--- config.mk ---
export PLATFORM = sky130hd
export DESIGN_NAME = shared_timer_arbiter
export DESIGN_NICKNAME = d
export VERILOG_FILES = /design/src/rtl/shared_timer_arbiter.sv
export SDC_FILE = /design/constraint.sdc
export NUM_CORES = 1
export LEC_CHECK = 0
export ABC_AREA = 0
export CELL_PAD_IN_SITES_DETAIL_PLACEMENT = 0
export CELL_PAD_IN_SITES_GLOBAL_PLACEMENT = 1
export CORE_MARGIN = 3
export CORE_UTILIZATION = 33
export CTS_CLUSTER_DIAMETER = 30
export CTS_CLUSTER_SIZE = 25
export DETAILED_ROUTE_END_ITERATION = 10
export GPL_TIMING_DRIVEN = 1
export PLACE_DENSITY_LB_ADDON = 0.1
export SETUP_SLACK_MARGIN = 0.5
export SLEW_MARGIN = 5
export SYNTH_ARGS = -nofsm -noshare
export SYNTH_HDL_FRONTEND = slang
export SYNTH_SLANG_ARGS = --single-unit
--- constraint.sdc ---
create_clock -name clk -period 8.8 [get_ports clk]
set_clock_uncertainty 0.2 [all_clocks]
set_input_delay 1.76 -clock clk [delete_from_list [all_inputs] [get_ports clk]]
set_output_delay 1.76 -clock clk [all_outputs]
set_load 0.02 [all_outputs]
--- src/rtl/shared_timer_arbiter.sv ---
// rtl/shared_timer_arbiter.sv - round-robin arbiter sharing one countdown timer among requesters
//
// Purpose:
//   Several control FSMs share a single programmable cycle counter. In IDLE, a
//   round-robin search starting just after the last owner picks the next
//   requester. That requester owns the counter for max(count,1) cycles and then
//   gets a one-cycle done pulse. If the owner drops req early, the run ends
//   with no done.
//
// Ports:
//   clk        system clock, posedge
//   reset      synchronous active-high reset
//   req        per-requester request; held high until done
//   req_count  per-requester cycle count, packed CNT_W slices
//   grant      one-hot (or zero) ownership
//   done       one-cycle completion pulse to the owner
//   busy       |grant
//   active_id  index of current/last owner
module shared_timer_arbiter #(
  parameter  int NUM_REQ = 4,
  parameter  int CNT_W   = 32,
  localparam int ID_W    = (NUM_REQ > 1) ? $clog2(NUM_REQ) : 1
) (
  input  logic                     clk,
  input  logic                     reset,
  input  logic [NUM_REQ-1:0]       req,
  input  logic [NUM_REQ*CNT_W-1:0] req_count,
  output logic [NUM_REQ-1:0]       grant,
  output logic [NUM_REQ-1:0]       done,
  output logic                     busy,
  output logic [ID_W-1:0]          active_id
);

  typedef enum logic {IDLE, RUN} state_t;

  state_t               state_q, state_d;
  logic [NUM_REQ-1:0]   grant_q, grant_d;
  logic [NUM_REQ-1:0]   done_q, done_d;
  logic                 busy_q, busy_d;
  logic [ID_W-1:0]      active_id_q, active_id_d;
  logic [ID_W-1:0]      last_q, last_d;
  logic [CNT_W-1:0]     count_q, count_d;

  logic [ID_W-1:0]      winner;
  logic                 found;
  logic [CNT_W-1:0]     cnt_sel;

  // The search covers last+1 .. last+NUM_REQ (mod NUM_REQ). This visits the
  // previous owner last, so it gets the lowest priority.
  always_comb begin
    logic [ID_W:0]   sum;
    logic [ID_W-1:0] idx;
    winner = '0;
    found  = 1'b0;
    for (int k = 1; k <= NUM_REQ; k++) begin
      sum = {1'b0, last_q} + (ID_W+1)'(k);
      if (sum >= (ID_W+1)'(NUM_REQ)) sum = sum - (ID_W+1)'(NUM_REQ);
      idx = sum[ID_W-1:0];
      if (!found && req[idx]) begin
        found  = 1'b1;
        winner = idx;
      end
    end
  end

  always_comb begin
    cnt_sel = '0;
    for (int i = 0; i < NUM_REQ; i++) begin
      if (winner == ID_W'(i)) cnt_sel = req_count[i*CNT_W +: CNT_W];
    end
  end

  // State register
  always_ff @(posedge clk) begin
    if (reset) begin
      state_q     <= IDLE;
      grant_q     <= '0;
      done_q      <= '0;
      busy_q      <= 1'b0;
      active_id_q <= '0;
      last_q      <= ID_W'(NUM_REQ - 1);
      count_q     <= '0;
    end else begin
      state_q     <= state_d;
      grant_q     <= grant_d;
      done_q      <= done_d;
      busy_q      <= busy_d;
      active_id_q <= active_id_d;
      last_q      <= last_d;
      count_q     <= count_d;
    end
  end

  // Next-state logic
  always_comb begin
    state_d = state_q;
    case (state_q)
      IDLE: if (found) state_d = RUN;
      RUN:  if (!req[active_id_q] || count_q == CNT_W'(1)) state_d = IDLE;
      default: state_d = IDLE;
    endcase
  end

  // Output / datapath next values. Every output is taken from a register.
  always_comb begin
    grant_d     = grant_q;
    done_d      = '0;
    active_id_d = active_id_q;
    last_d      = last_q;
    count_d     = count_q;
    case (state_q)
      IDLE: begin
        grant_d = '0;
        if (found) begin
          grant_d     = NUM_REQ'(1) << winner;
          active_id_d = winner;
          last_d      = winner;
          // A zero count still gives one cycle of ownership.
          count_d     = (cnt_sel == '0) ? CNT_W'(1) : cnt_sel;
        end
      end
      RUN: begin
        // If the owner drops req, that takes priority over completion.
        if (!req[active_id_q]) begin
          grant_d = '0;
        end else if (count_q == CNT_W'(1)) begin
          grant_d              = '0;
          done_d[active_id_q]  = 1'b1;
        end else begin
          count_d = count_q - CNT_W'(1);
        end
      end
      default: grant_d = '0;
    endcase
    busy_d = |grant_d;
  end

  assign grant     = grant_q;
  assign done      = done_q;
  assign busy      = busy_q;
  assign active_id = active_id_q;

endmodule

==> parameters.txt, run 1 <==
Parameter                              Value

Status
  Result of the run ... completed

Route
  Routed length per instance ... 19.3 µm
  Count of routing violations after the opening detailed-route iteration ... about 340
  Remaining design rule violation count ... 0
  Routed Wire Length ... roughly 15000 µm
  Detailed-routing iteration count for the pre-antenna-repair pass ... 5
  Via Count ... between 4000 and 5000
  Average via count per standard cell ... ~5.8
  Count of antenna-violating nets left after detailed routing ... 0

Yosys
  Mapped Area ... ~3600 µm²
  Simple logic cell fraction of the synthesized area ... 0.309
  Prevailing post-synth register cell ... sky130_fd_sc_hd__dfxtp_1
  Synthesized flop and latch total ... 46
  Cell count after synthesis ... 491
  Post-synthesis sequential area ratio ... 0.254
  Synth Area in Adders ... 0.00689
  Compound-Gate Fraction of Synth Area ... 0.243
  Fraction of synthesized cell area in xor and xnor cells ... 0.00965
  Fraction of synthesized area in multiplexers ... 0.132
  Count of flip-flops with a built-in enable after synthesis ... 0
  Dominant combinational cell family by area after synthesis ... simple AND/OR/NAND/NOR gates
  Mean post-synth cell area ... roughly 7.4 µm²
  Net count of the mapped netlist ... between 600 and 700
  Yosys warning count ... 0
  Proportion of register bits with asynchronous set or reset after synthesis ... 0
  Distinct cell type count after synthesis ... 54

Power and ir drop
  Proportion of total power due to net switching ... 0.402
  Worst ir drop on vdd ... around 70 µV
  Combinational Power Share ... 0.477
  Power per Cell Area ... about 150 nW/µm²
  Leakage power ... approximately 1.9 nW
  Share of power burned in registers ... 0.341
  Sw power ... between 0.0003 and 0.0004 W
  Int Power ... about 0.00047 W
  Clock power share ... 0.182

CTS
  Maximum root-to-sink buffer count ... 2
  Clock Tree Root ... sky130_fd_sc_hd__clkbuf_8
  Post-CTS Resized ... 0
  Post-CTS Setup Inserts ... 0
  Number of buffers inserted by hold repair at cts ... 0
  Latest clock arrival within the worst-skew pair ... about 0.31 ns
  TritonCTS clock tree ... done
  Clk sink count ... 46
  Depth of the CTS H-tree ... 2
  Total clock buffers created by CTS ... 5
  Clock transition at the register clock pins on the worst setup and hold paths after CTS ... roughly 0.10 ns

Floorplan
  # IOs ... around 150
  Starting Density ... 0.346
  Die height ... between 100 and 150 µm
  Horizontal extent of the die ... roughly 110 µm
  Row cnt ... 37
  Die outline area ... about 12000 µm²
  Total core area ... about 11000 µm²

Cells and area
  Fill count ... about 1000
  Area added between synthesis and finish ... 45.1%
  Number of standard cells in the layout, taps in and fillers out ... about 750
  Core utilization of the finished layout ... 0.502
  Layout cells sized above 1 ... 0.0567
  Number of inserted diodes ... 0
  Net count, final ... roughly 750

Worst hold path
  Number of stages on the worst hold path ... 2
  Endpoint with the worst hold slack ... count_q[5]$_SDFFE_PP0P_
  Hold path start ... count_q[5]$_SDFFE_PP0P_
  Hold WC Path Type ... reg2reg

STA
  Max-slew violations ... 0
  Max-slew headroom at the worst pin ... 0.266
  Finish-stage setup viols ... 0
  Worst Max-Slew Pin Slew ... 1.10 ns
  Total Negative Setup Slacks ... 0 ns
  Period utilisation layout ... 0.599
  Max Freq ... 190 MHz
  Count of endpoints failing hold in the final timing report ... 0
  Min Tclk post-route ... approximately 5.3 ns
  Setup repair after global routing missed its margin ... false

Worst setup path
  Reg2Reg Depth ... 8
  Sort of element at the end of the critical path ... register
  Worst reg2reg endpoint ... count_q[4]$_SDFFE_PP0P_
  Required time at the worst-slack endpoint ... just under 9 ns
  Setup slack of the worst register-to-register path ... between 4 and 5 ns
  Reg-to-Reg Start ... count_q[14]$_SDFFE_PP0P_
  Maximum fanout count along the critical path ... 50
  Launch point of the critical path ... req[1]
  Worst path arrival time ... between 5 and 6 ns
  Setup CP Type ... in2reg
  Category of the worst setup path launch point ... input port

Global routing
  Overall global routing resource usage ... 0.228
  Total overflow reported by the global router ... 0
  Maximum number of pins on one net before global-route repair ... 58
  Initial antenna violation count ... 0
  First-pass GRT wire length ... approximately 23000 µm
  Vias in the first global route ... 4400

Placement
  GP Congestion ... roughly 0.86
  Post-DP HPWL ... 11300 µm
  Number of cells after detailed placement ... ~750
  Number of port buffers ... roughly 140

Flow run
  Max Cap Viol ... 0
[through the flow]
stage                     hold WS [ns]  total power, W  instance area (µm²)  worst slack [ns]
after CTS                        0.284        0.000790                 5270              3.51
after global placement           0.255        0.000642                 5180              3.29
after detailed placement         0.265        0.000647                 5180              3.20
final                            0.287        0.000791                 5270              3.53
after floorplan                  0.245        0.000500                 3630              4.28
after global routing             0.301        0.000842                 5270              3.33
[flip-flops by register name, indices dropped and copies added (netlist names)]
| name | cells |
|---|---|
| count_q | 32 |
| state_q | 1 |
| grant | 4 |
| done | 4 |
| active_id | 2 |
| last_q | 2 |
| busy | 1 |
[synth_stat cells, types with 7 or more instances]
| master | instances | area (µm²) |
|---|---|---|
| sky130_fd_sc_hd__a21oi_1 | 38 | 190 |
| sky130_fd_sc_hd__a211oi_1 | 32 | 240 |
| sky130_fd_sc_hd__nand3_1 | 8 | 40.0 |
| sky130_fd_sc_hd__nor4_1 | 23 | 144 |
| sky130_fd_sc_hd__nand2_1 | 67 | 251 |
| sky130_fd_sc_hd__a31oi_1 | 13 | 81.3 |
| sky130_fd_sc_hd__o21ai_0 | 20 | 100 |
| sky130_fd_sc_hd__mux4_2 | 8 | 180 |
| sky130_fd_sc_hd__or3_1 | 9 | 56.3 |
| sky130_fd_sc_hd__and2_1 | 14 | 87.6 |
| sky130_fd_sc_hd__dfxtp_1 | 46 | 921 |
| sky130_fd_sc_hd__or2_2 | 7 | 43.8 |
| sky130_fd_sc_hd__mux2i_1 | 30 | 300 |
| sky130_fd_sc_hd__nor3_1 | 23 | 115 |
| sky130_fd_sc_hd__buf_2 | 8 | 40.0 |
| sky130_fd_sc_hd__clkbuf_1 | 20 | 75.1 |
| sky130_fd_sc_hd__nor2_1 | 51 | 191 |
[cells by family after synthesis]
group,count (synthesis)
multiplexers,38
AND/OR/NAND/NOR,229
buffers and inverters,37
XOR/XNOR,4
AO/OA/AOI/OAI,135
adder cells (fa/ha/maj),2
flip-flops,46
[worst max-delay path, stage by stage]
cell and delay, ns:
sky130_fd_sc_hd__clkdlybuf4s50_1 0.49, sky130_fd_sc_hd__or2_2 0.35, sky130_fd_sc_hd__a311oi_4 0.51, sky130_fd_sc_hd__buf_4 0.60, sky130_fd_sc_hd__mux4_2 0.61, sky130_fd_sc_hd__a211o_1 0.24
sky130_fd_sc_hd__nor4_1 0.25, sky130_fd_sc_hd__a31oi_1 0.14, sky130_fd_sc_hd__a2111oi_2 0.31
[layer usage]
| metal | vias up | track usage | wire length, µm |
|---|---|---|---|
| li1 | 2105 | - | - |
| met1 | 2052 | 0.312 | 6680 |
| met2 | 168 | 0.375 | 6670 |
| met3 | 14 | 0.0453 | 961 |
| met4 | 0 | 0.0452 | 182 |
| met5 | - | 0 | 0 |
[power by group through the flow]
stage | Combinational, W | Sequential (W) | Clock [W]
after global placement | 0.000369 | 0.000272 | 0
after detailed placement | 0.000373 | 0.000274 | 0
after floorplan | 0.000232 | 0.000268 | 0
final | 0.000377 | 0.000270 | 0.000144
after CTS | 0.000375 | 0.000269 | 0.000146
after global routing | 0.000413 | 0.000275 | 0.000154
[worst max-delay path by stage]
stage,end,slack [ns],cells after the start
after global routing,count_q[0]$_SDFFE_PP0P_,3.33,10
after detailed placement,count_q[0]$_SDFFE_PP0P_,3.20,9
final,count_q[0]$_SDFFE_PP0P_,3.53,9
after global placement,count_q[0]$_SDFFE_PP0P_,3.29,9
after floorplan,count_q[0]$_SDFFE_PP0P_,4.28,8
after CTS,count_q[0]$_SDFFE_PP0P_,3.51,9
[cell type report]
cell class / count / area [µm²] / area share
Multi-Input combinational cell: 408 / 2580 / 0.489
Inverter: 5 / 18.8 / 0.00356
Clock inverter: 2 / 12.5 / 0.00237
Sequential cell: 46 / 921 / 0.175
Tap cell: 136 / 170 / 0.0323
Clock buffer: 6 / 82.6 / 0.0157
Timing Repair Buffer: 150 / 1490 / 0.282
[cells in the final DEF, fill, tap and decap left out, drive strengths merged, types with 5 or more instances in the layout]
cell | Yosys | routed
clkdlybuf4s50 | 0 | 144
nand2 | 67 | 67
nor2 | 51 | 51
dfxtp | 46 | 46
a21oi | 38 | 38
a211oi | 32 | 32
mux2i | 30 | 30
nor3 | 23 | 23
nor4 | 23 | 23
o21ai | 20 | 20
and2 | 15 | 15
a31oi | 13 | 13
or3 | 9 | 9
mux4 | 8 | 8
nand3 | 8 | 8
or2 | 7 | 7
or4 | 6 | 6
nand4 | 6 | 6
clkbuf | 20 | 6
buf | 12 | 6
a32oi | 5 | 5
Note: power is estimated with default switching activity, not from simulation.
==> run 2, diff against run 1 <==
--- a/config.mk
+++ b/config.mk
@@ -9,7 +9,7 @@
 export CELL_PAD_IN_SITES_DETAIL_PLACEMENT = 0
 export CELL_PAD_IN_SITES_GLOBAL_PLACEMENT = 1
 export CORE_MARGIN = 3
-export CORE_UTILIZATION = 33
+export CORE_UTILIZATION = 28
 export CTS_CLUSTER_DIAMETER = 30
 export CTS_CLUSTER_SIZE = 25
 export DETAILED_ROUTE_END_ITERATION = 10
==> constraint.sdc (replaced) <==
create_clock -name clk -period 4.3 [get_ports clk]
set_clock_uncertainty 0.2 [all_clocks]
set_input_delay 0.86 -clock clk [delete_from_list [all_inputs] [get_ports clk]]
set_output_delay 0.86 -clock clk [all_outputs]
set_load 0.02 [all_outputs]
==> parameters.txt, run 2 (synthesis results as in run 1) <==
Parameter                              Value

Worst setup path
  Sort of element at the end of the critical path ... register (unchanged)
  Number of logic stages on the critical path including buffering ... 10 (was 9)
  Maximum cell stage delay along the critical path ... 0.55 ns (was 0.61 ns)
  Worst path arrival time ... 3.66 ns (was 5.28 ns)
  Crit path max-delay cell type ... sky130_fd_sc_hd__mux4_2 (unchanged)
  Setup CP Type ... in2reg (unchanged)
  Launch point of the critical path ... req[0] (was req[1])
  Worst reg2reg endpoint ... count_q[28]$_SDFFE_PP0P_ (was count_q[4]$_SDFFE_PP0P_)
  CP Capture Point ... count_q[0]$_SDFFE_PP0P_ (unchanged)
  Setup slack of the worst register-to-register path ... 1.02 ns (was 4.91 ns)
  Category of the worst setup path launch point ... input port (unchanged)
  Family with the most delay on the worst path ... compound AO/OA/AOI/OAI gates (unchanged)
  Most common cell type on the critical path ... sky130_fd_sc_hd__buf_12
  Required time at the worst-slack endpoint ... 4.28 ns (was 8.81 ns)
  Reg-to-Reg Start ... count_q[0]$_SDFFE_PP0P_ (was count_q[14]$_SDFFE_PP0P_)
  Maximum fanout count along the critical path ... 8 (was 50)
  Reg2Reg Depth ... 10 (was 8)
  Critical path cell sequence ... dlygate4sd2_1 -> or2_4 -> a311oi_4 -> buf_12 -> buf_12 -> mux4_2 -> a211o_1 -> nor4_4 -> a31oi_1 -> a2111oi_2 (was clkdlybuf4s50_1 -> or2_2 -> a311oi_4 -> buf_4 -> mux4_2 -> a211o_1 -> nor4_1 -> a31oi_1 -> a2111oi_2)
  Buf+Inv Stages, Crit Path ... 3 (was 2)

Cells and area
  Top reg by flops ... count_q (unchanged)
  Flip-flop count of the largest register after layout ... 32 (unchanged)
  Fill count ... 1245 (was 1047)
  Area added between synthesis and finish ... 54.8% (was 45.1%)
  Net count, final ... 772 (was 752)
  Most frequent cells in the layout ... sky130_fd_sc_hd__clkdlybuf4s50_1 (140), sky130_fd_sc_hd__nand2_1 (67), sky130_fd_sc_hd__nor2_1 (51) (was sky130_fd_sc_hd__clkdlybuf4s50_1 (144), sky130_fd_sc_hd__nand2_1 (67), sky130_fd_sc_hd__nor2_1 (50))
  Area taken by multi-input logic gates ... 2610 µm² (was 2580 µm²)
  Area of all placed cells without fillers ... 5620 µm² (was 5270 µm²)
  Layout cells sized above 1 ... 0.0879 (was 0.0567)
  Area used by sequential logic in the layout ... 921 µm² (unchanged)
  Most frequent standard cell in the layout excluding fill and tap cells ... sky130_fd_sc_hd__clkdlybuf4s50_1 (unchanged)
  Number of inserted diodes ... 0 (unchanged)

Worst hold path
  Hold WC Path Type ... reg2reg (unchanged)

Placement
  Number of port buffers ... 144 (unchanged)
  Post-placement cell area ... 5360 µm² (was 5180 µm²)
  Post-DP HPWL ... 11500 µm (was 11300 µm)
  GP Congestion ... 0.889 (was 0.863)

Floorplan
  Starting Density ... 0.294 (was 0.346)
  Die outline area ... 14400 µm² (was 12300 µm²)
  Total core area ... 12400 µm² (was 10500 µm²)
  # IOs ... 145 (unchanged)
  Horizontal extent of the die ... 120 µm (was 111 µm)
  Die height ... 120 µm (was 111 µm)
  Row cnt ... 40 (was 37)

Route
  Detailed-routing iteration count for the pre-antenna-repair pass ... 5 (unchanged)
  Count of antenna-violating nets left after detailed routing ... 0 (unchanged)
  Via Count ... 4331 (was 4339)
  Average via count per standard cell ... 5.38 (was 5.76)
  Routed length per instance ... 18.4 µm (was 19.3 µm)
  Count of routing violations after the opening detailed-route iteration ... 322 (was 336)
  Remaining design rule violation count ... 0 (unchanged)
  Routed Wire Length ... 14800 µm (was 14500 µm)

CTS
  TritonCTS clock tree ... done (unchanged)
  Depth of the CTS H-tree ... 2 (unchanged)
  Clock transition at the register clock pins on the worst setup and hold paths after CTS ... 0.07 ns (was 0.10 ns)
  Maximum root-to-sink buffer count ... 2 (unchanged)
  Total clock buffers created by CTS ... 5 (unchanged)
  Clk sink count ... 46 (unchanged)
  Latest clock arrival within the worst-skew pair ... 0.29 ns (was 0.31 ns)
  Clock Tree Root ... sky130_fd_sc_hd__clkbuf_16 (was sky130_fd_sc_hd__clkbuf_8)

Power and ir drop
  Power per Cell Area ... 330 nW/µm² (was 150 nW/µm²)
  Leakage power ... 2.08 nW (was 1.91 nW)
  Worst ir drop on vdd ... 183 µV (was 71.2 µV)

STA
  Period utilisation layout ... 0.855
  Setup repair after global routing missed its margin ... false (unchanged)
  Min Tclk post-route ... 3.68 ns
  Worst Max-Slew Pin Slew ... 0.968 ns (was 1.10 ns)
  Max-slew headroom at the worst pin ... 0.352 (was 0.266)
  Max-slew violations ... 0 (unchanged)
  Count of endpoints failing hold in the final timing report ... 0 (unchanged)
  Worst hold slack across all endpoints ... 0.268 ns (was 0.287 ns)
  Finish-stage setup viols ... 0 (unchanged)
  Max Freq ... 272 MHz

Global routing
  Overall global routing resource usage ... 0.201 (was 0.228)
  Total overflow reported by the global router ... 0 (unchanged)
  Initial antenna violation count ... 0 (unchanged)
  Vias in the first global route ... 4474 (was 4400)
  First-pass GRT wire length ... 23300 µm (was 23100 µm)
  Maximum number of pins on one net before global-route repair ... 54 (was 58)

Flow run
  Max Cap Viol ... 0 (unchanged)

Status
  Result of the run ... completed (unchanged)
-- run 2: changes by cell type in the layout (fill, tap and decap cells not counted), moves of 2 or more --
cell,change
sky130_fd_sc_hd__buf_4,+14
sky130_fd_sc_hd__clkbuf_8,-6
sky130_fd_sc_hd__clkbuf_16,+5
sky130_fd_sc_hd__clkdlybuf4s50_1,-4
sky130_fd_sc_hd__dlygate4sd2_1,+4
sky130_fd_sc_hd__buf_12,+3
sky130_fd_sc_hd__buf_6,+2
-- run 2: stage by stage --
step	power [W]	util	worst slack, ns	instances	TNS (ns)
finish	0.00185	0.455	0.622	805	0
global route	0.00197	0.455	0.501	805	0
CTS	0.00183	0.448	0.521	799	0
detailed placement	0.00137	0.433	-0.0724	791	-0.0724
global placement	0.00137	0.433	-0.0232	791	-0.0232
floorplan	0.00102	-	0.682	491	0
-- run 2: report_power, final --
| group | internal, W | switching [W] |
|---|---|---|
| Clock | 0.000275 | 0.000180 |
| Sequential | 0.000485 | 0.0000717 |
| Combinational | 0.000405 | 0.000436 |
| Total | 0.00117 | 0.000687 |
-- run 2: worst min-delay path by stage --
| stage | end | start | slack (ns) | depth (start not counted) |
|---|---|---|---|---|
| final | count_q[5]$_SDFFE_PP0P_ | count_q[5]$_SDFFE_PP0P_ | 0.27 | 2 |
| after CTS | count_q[5]$_SDFFE_PP0P_ | count_q[5]$_SDFFE_PP0P_ | 0.27 | 2 |
| after global placement | count_q[5]$_SDFFE_PP0P_ | count_q[5]$_SDFFE_PP0P_ | 0.26 | 2 |
| after detailed placement | count_q[5]$_SDFFE_PP0P_ | count_q[5]$_SDFFE_PP0P_ | 0.26 | 2 |
| after floorplan | count_q[5]$_SDFFE_PP0P_ | count_q[5]$_SDFFE_PP0P_ | 0.24 | 2 |
| after global routing | count_q[5]$_SDFFE_PP0P_ | count_q[5]$_SDFFE_PP0P_ | 0.29 | 2 |
-- run 2: area by class of cell --
cell class / instances / area share
Timing Repair Buffer: 170 / 0.302
Multi-Input combinational cell: 408 / 0.464
Clock buffer: 6 / 0.0229
Tap cell: 168 / 0.0374
Sequential cell: 46 / 0.164
Clock inverter: 2 / 0.00668
Inverter: 5 / 0.00334
-- run 2: per-layer routing --
| layer | global-route usage | wire, µm | vias to the layer above |
|---|---|---|---|
| li1 | - | - | 2143 |
| met1 | 0.282 | 7110 | 2035 |
| met3 | 0.0377 | 868 | 11 |
| met4 | 0.0315 | 114 | 0 |
| met2 | 0.328 | 6730 | 142 |
| met5 | 0 | 0 | - |
-- run 2: worst reg2reg max path: stages (launching register included) --
cell and delay [ns]:
sky130_fd_sc_hd__dfxtp_1 0.35, sky130_fd_sc_hd__inv_1 0.11, sky130_fd_sc_hd__ha_1 0.23, sky130_fd_sc_hd__nor3b_1 0.51, sky130_fd_sc_hd__nand4_1 0.37, sky130_fd_sc_hd__or3_1 0.49
sky130_fd_sc_hd__or3_1 0.37, sky130_fd_sc_hd__o21ai_0 0.16, sky130_fd_sc_hd__nand2_1 0.07, sky130_fd_sc_hd__a221oi_1 0.24, sky130_fd_sc_hd__nor2_1 0.06
-- run 2: repair_timing --
item / 4_1_cts / 5_1_grt
gates resized for setup: 9 / 8
buffers inserted: 0 / 6
setup endpoints to repair: 1 / 1
pin swaps: 6 / 8
hold buffers: 0 / 0
==> run 3, diff against run 2 <==
--- a/config.mk
+++ b/config.mk
@@ -10,6 +10,7 @@
 export CELL_PAD_IN_SITES_GLOBAL_PLACEMENT = 1
 export CORE_MARGIN = 3
 export CORE_UTILIZATION = 28
+export CTS_BUF_LIST = sky130_fd_sc_hd__clkbuf_8
 export CTS_CLUSTER_DIAMETER = 30
 export CTS_CLUSTER_SIZE = 25
 export DETAILED_ROUTE_END_ITERATION = 10
==> parameters.txt, run 3 (synthesis results as in run 1) <==
Parameter                              Value

Global routing
  Total overflow reported by the global router ... 0 (unchanged)
  First-pass GRT wire length ... 23200 µm (was 23300 µm)
  Initial antenna violation count ... 0 (unchanged)
  Maximum number of pins on one net before global-route repair ... 54 (unchanged)
  Vias in the first global route ... 4478 (was 4474)
  Overall global routing resource usage ... 0.201 (about the same)

Power and ir drop
  Leakage power ... 2.03 nW (was 2.08 nW)
  Worst ir drop on vdd ... 134 µV (was 183 µV)
  Power per Cell Area ... 312 nW/µm² (was 330 nW/µm²)
  Final total power ... 0.00172 W (was 0.00185 W)

STA
  Count of endpoints failing hold in the final timing report ... 0 (unchanged)
  Max Freq ... 275 MHz (was 272 MHz)
  Min Tclk post-route ... 3.63 ns (was 3.68 ns)
  Period utilisation layout ... 0.845 (was 0.855)
  Total Negative Setup Slacks ... 0 ns (unchanged)
  Max-slew headroom at the worst pin ... 0.324 (was 0.352)
  Setup repair after global routing missed its margin ... false (unchanged)
  Worst Max-Slew Pin Slew ... 1.01 ns (was 0.968 ns)
  Max-slew violations ... 0 (unchanged)
  Finish-stage setup viols ... 0 (unchanged)

Floorplan
  # IOs ... 145 (unchanged)
  Die outline area ... 14400 µm² (unchanged)
  Horizontal extent of the die ... 120 µm (unchanged)
  Row cnt ... 40 (unchanged)
  Starting Density ... 0.294 (unchanged)
  Total core area ... 12400 µm² (unchanged)
  Die height ... 120 µm (unchanged)

Cells and area
  Most frequent cells in the layout ... sky130_fd_sc_hd__clkdlybuf4s50_1 (140), sky130_fd_sc_hd__nand2_1 (67), sky130_fd_sc_hd__nor2_1 (51) (unchanged)
  Area added between synthesis and finish ... 51.9% (was 54.8%)
  Most frequent standard cell in the layout excluding fill and tap cells ... sky130_fd_sc_hd__clkdlybuf4s50_1 (unchanged)
  Net count, final ... 768 (was 772)
  Layout cells sized above 1 ... 0.0821 (was 0.0879)
  Top reg by flops ... count_q (unchanged)
  Flip-flop count of the largest register after layout ... 32 (unchanged)
  Number of inserted diodes ... 0 (unchanged)

Worst setup path
  Required time at the worst-slack endpoint ... 4.30 ns (was 4.28 ns)
  Critical path cell sequence ... dlygate4sd2_1 -> or2_4 -> a311oi_4 -> buf_12 -> buf_6 -> mux4_2 -> a211o_1 -> nor4_4 -> a31oi_2 -> a2111oi_2 (was dlygate4sd2_1 -> or2_4 -> a311oi_4 -> buf_12 -> buf_12 -> mux4_2 -> a211o_1 -> nor4_4 -> a31oi_1 -> a2111oi_2)
  Worst path arrival time ... 3.64 ns (was 3.66 ns)
  Reg2Reg Depth ... 10 (unchanged)
  Buf+Inv Stages, Crit Path ... 3 (unchanged)
  Sort of element at the end of the critical path ... register (unchanged)
  Family with the most delay on the worst path ... compound AO/OA/AOI/OAI gates (unchanged)
  Maximum fanout count along the critical path ... 9 (was 8)
  Number of logic stages on the critical path including buffering ... 10 (unchanged)
  Crit path max-delay cell type ... sky130_fd_sc_hd__mux4_2 (unchanged)
  Category of the worst setup path launch point ... input port (unchanged)
  Setup CP Type ... in2reg (unchanged)
  Maximum cell stage delay along the critical path ... 0.56 ns (was 0.55 ns)

Route
  Count of antenna-violating nets left after detailed routing ... 0 (unchanged)
  Routed length per instance ... 18.4 µm (about the same)
  Via Count ... 4324 (was 4331)
  Remaining design rule violation count ... 0 (unchanged)
  Average via count per standard cell ... 5.40 (was 5.38)
  Count of routing violations after the opening detailed-route iteration ... 349 (was 322)
  Detailed-routing iteration count for the pre-antenna-repair pass ... 5 (unchanged)
  Routed Wire Length ... 14800 µm (about the same)

CTS
  Total clock buffers created by CTS ... 5 (unchanged)
  Clock Tree Root ... sky130_fd_sc_hd__clkbuf_8 (was sky130_fd_sc_hd__clkbuf_16)
  Maximum root-to-sink buffer count ... 2 (unchanged)
  Clk sink count ... 46 (unchanged)
  Depth of the CTS H-tree ... 2 (unchanged)
  TritonCTS clock tree ... done (unchanged)
  Latest clock arrival within the worst-skew pair ... 0.31 ns (was 0.29 ns)
  Number of buffers inserted by hold repair at cts ... 0 (unchanged)
  Clock transition at the register clock pins on the worst setup and hold paths after CTS ... 0.10 ns (was 0.07 ns)

Placement
  Number of port buffers ... 144 (unchanged)
  GP Congestion ... 0.889 (unchanged)
  Post-DP HPWL ... 11500 µm (unchanged)

Status
  Result of the run ... completed (unchanged)

Worst hold path
  Number of stages on the worst hold path ... 2 (unchanged)
  Hold WC Path Type ... reg2reg (unchanged)

Flow run
  Max Cap Viol ... 0 (unchanged)
## run 3: where the power goes
| part | switching (W) | total (W) | internal [W] |
|---|---|---|---|
| Clock | 0.000168 | 0.000340 | 0.000172 |
| Combinational | 0.000431 | 0.000824 | 0.000393 |
| Sequential | 0.0000718 | 0.000557 | 0.000485 |
| Total | 0.000671 | 0.00172 | 0.00105 |
## run 3: final cells by class
cell class | count | area [µm²]
Inverter | 5 | 18.8
Clock buffer | 5 | 68.8
Fill cell | 1257 | 6840
Clock inverter | 3 | 41.3
Tap cell | 168 | 210
Timing Repair Buffer | 166 | 1650
Sequential cell | 46 | 921
Multi-Input combinational cell | 408 | 2610
## run 3: path summary, 6_finish.rpt
kind,slack (ns),to,start
hold / removal,0.27,count_q[5]$_SDFFE_PP0P_,count_q[5]$_SDFFE_PP0P_
hold reg to reg,0.27,count_q[5]$_SDFFE_PP0P_,count_q[5]$_SDFFE_PP0P_
setup reg to reg,1.03,count_q[28]$_SDFFE_PP0P_,count_q[0]$_SDFFE_PP0P_
setup / recovery,0.67,count_q[0]$_SDFFE_PP0P_,req[1]
## run 3: metal layers
layer	wire [µm]	GRT usage
met5	0	0
met4	63	0.0308
met3	879	0.0377
met2	6680	0.327
met1	7150	0.281
## run 3: worst reg2reg max path, stage by stage (launching register included)
cell	delay, ns
sky130_fd_sc_hd__dfxtp_1	0.36
sky130_fd_sc_hd__inv_1	0.11
sky130_fd_sc_hd__ha_1	0.23
sky130_fd_sc_hd__nor3b_1	0.51
sky130_fd_sc_hd__nand4_1	0.37
sky130_fd_sc_hd__or3_1	0.48
sky130_fd_sc_hd__or3_1	0.37
sky130_fd_sc_hd__o21ai_0	0.16
sky130_fd_sc_hd__nand2_1	0.07
sky130_fd_sc_hd__a221oi_1	0.24
sky130_fd_sc_hd__nor2_1	0.06
## run 3: stage by stage
stage | util | std cells | area, µm² | setup slack [ns] | hold slack, ns
4_1_cts | 0.444 | 799 | 5480 | 0.548 | 0.273
6_report | 0.446 | 801 | 5520 | 0.666 | 0.272
2_1_floorplan | - | 491 | 3630 | 0.682 | 0.245
3_5_place_dp | 0.433 | 791 | 5360 | -0.0724 | 0.263
3_3_place_gp | 0.433 | 791 | 5360 | -0.0232 | 0.255
5_1_grt | 0.446 | 801 | 5520 | 0.508 | 0.291
## run 3: timing repair
| item | CTS | global route |
|---|---|---|
| pin swaps | 6 | 6 |
| buffers inserted | 0 | 2 |
| resized for setup | 9 | 3 |
| endpoints found under the setup margin | 1 | 1 |
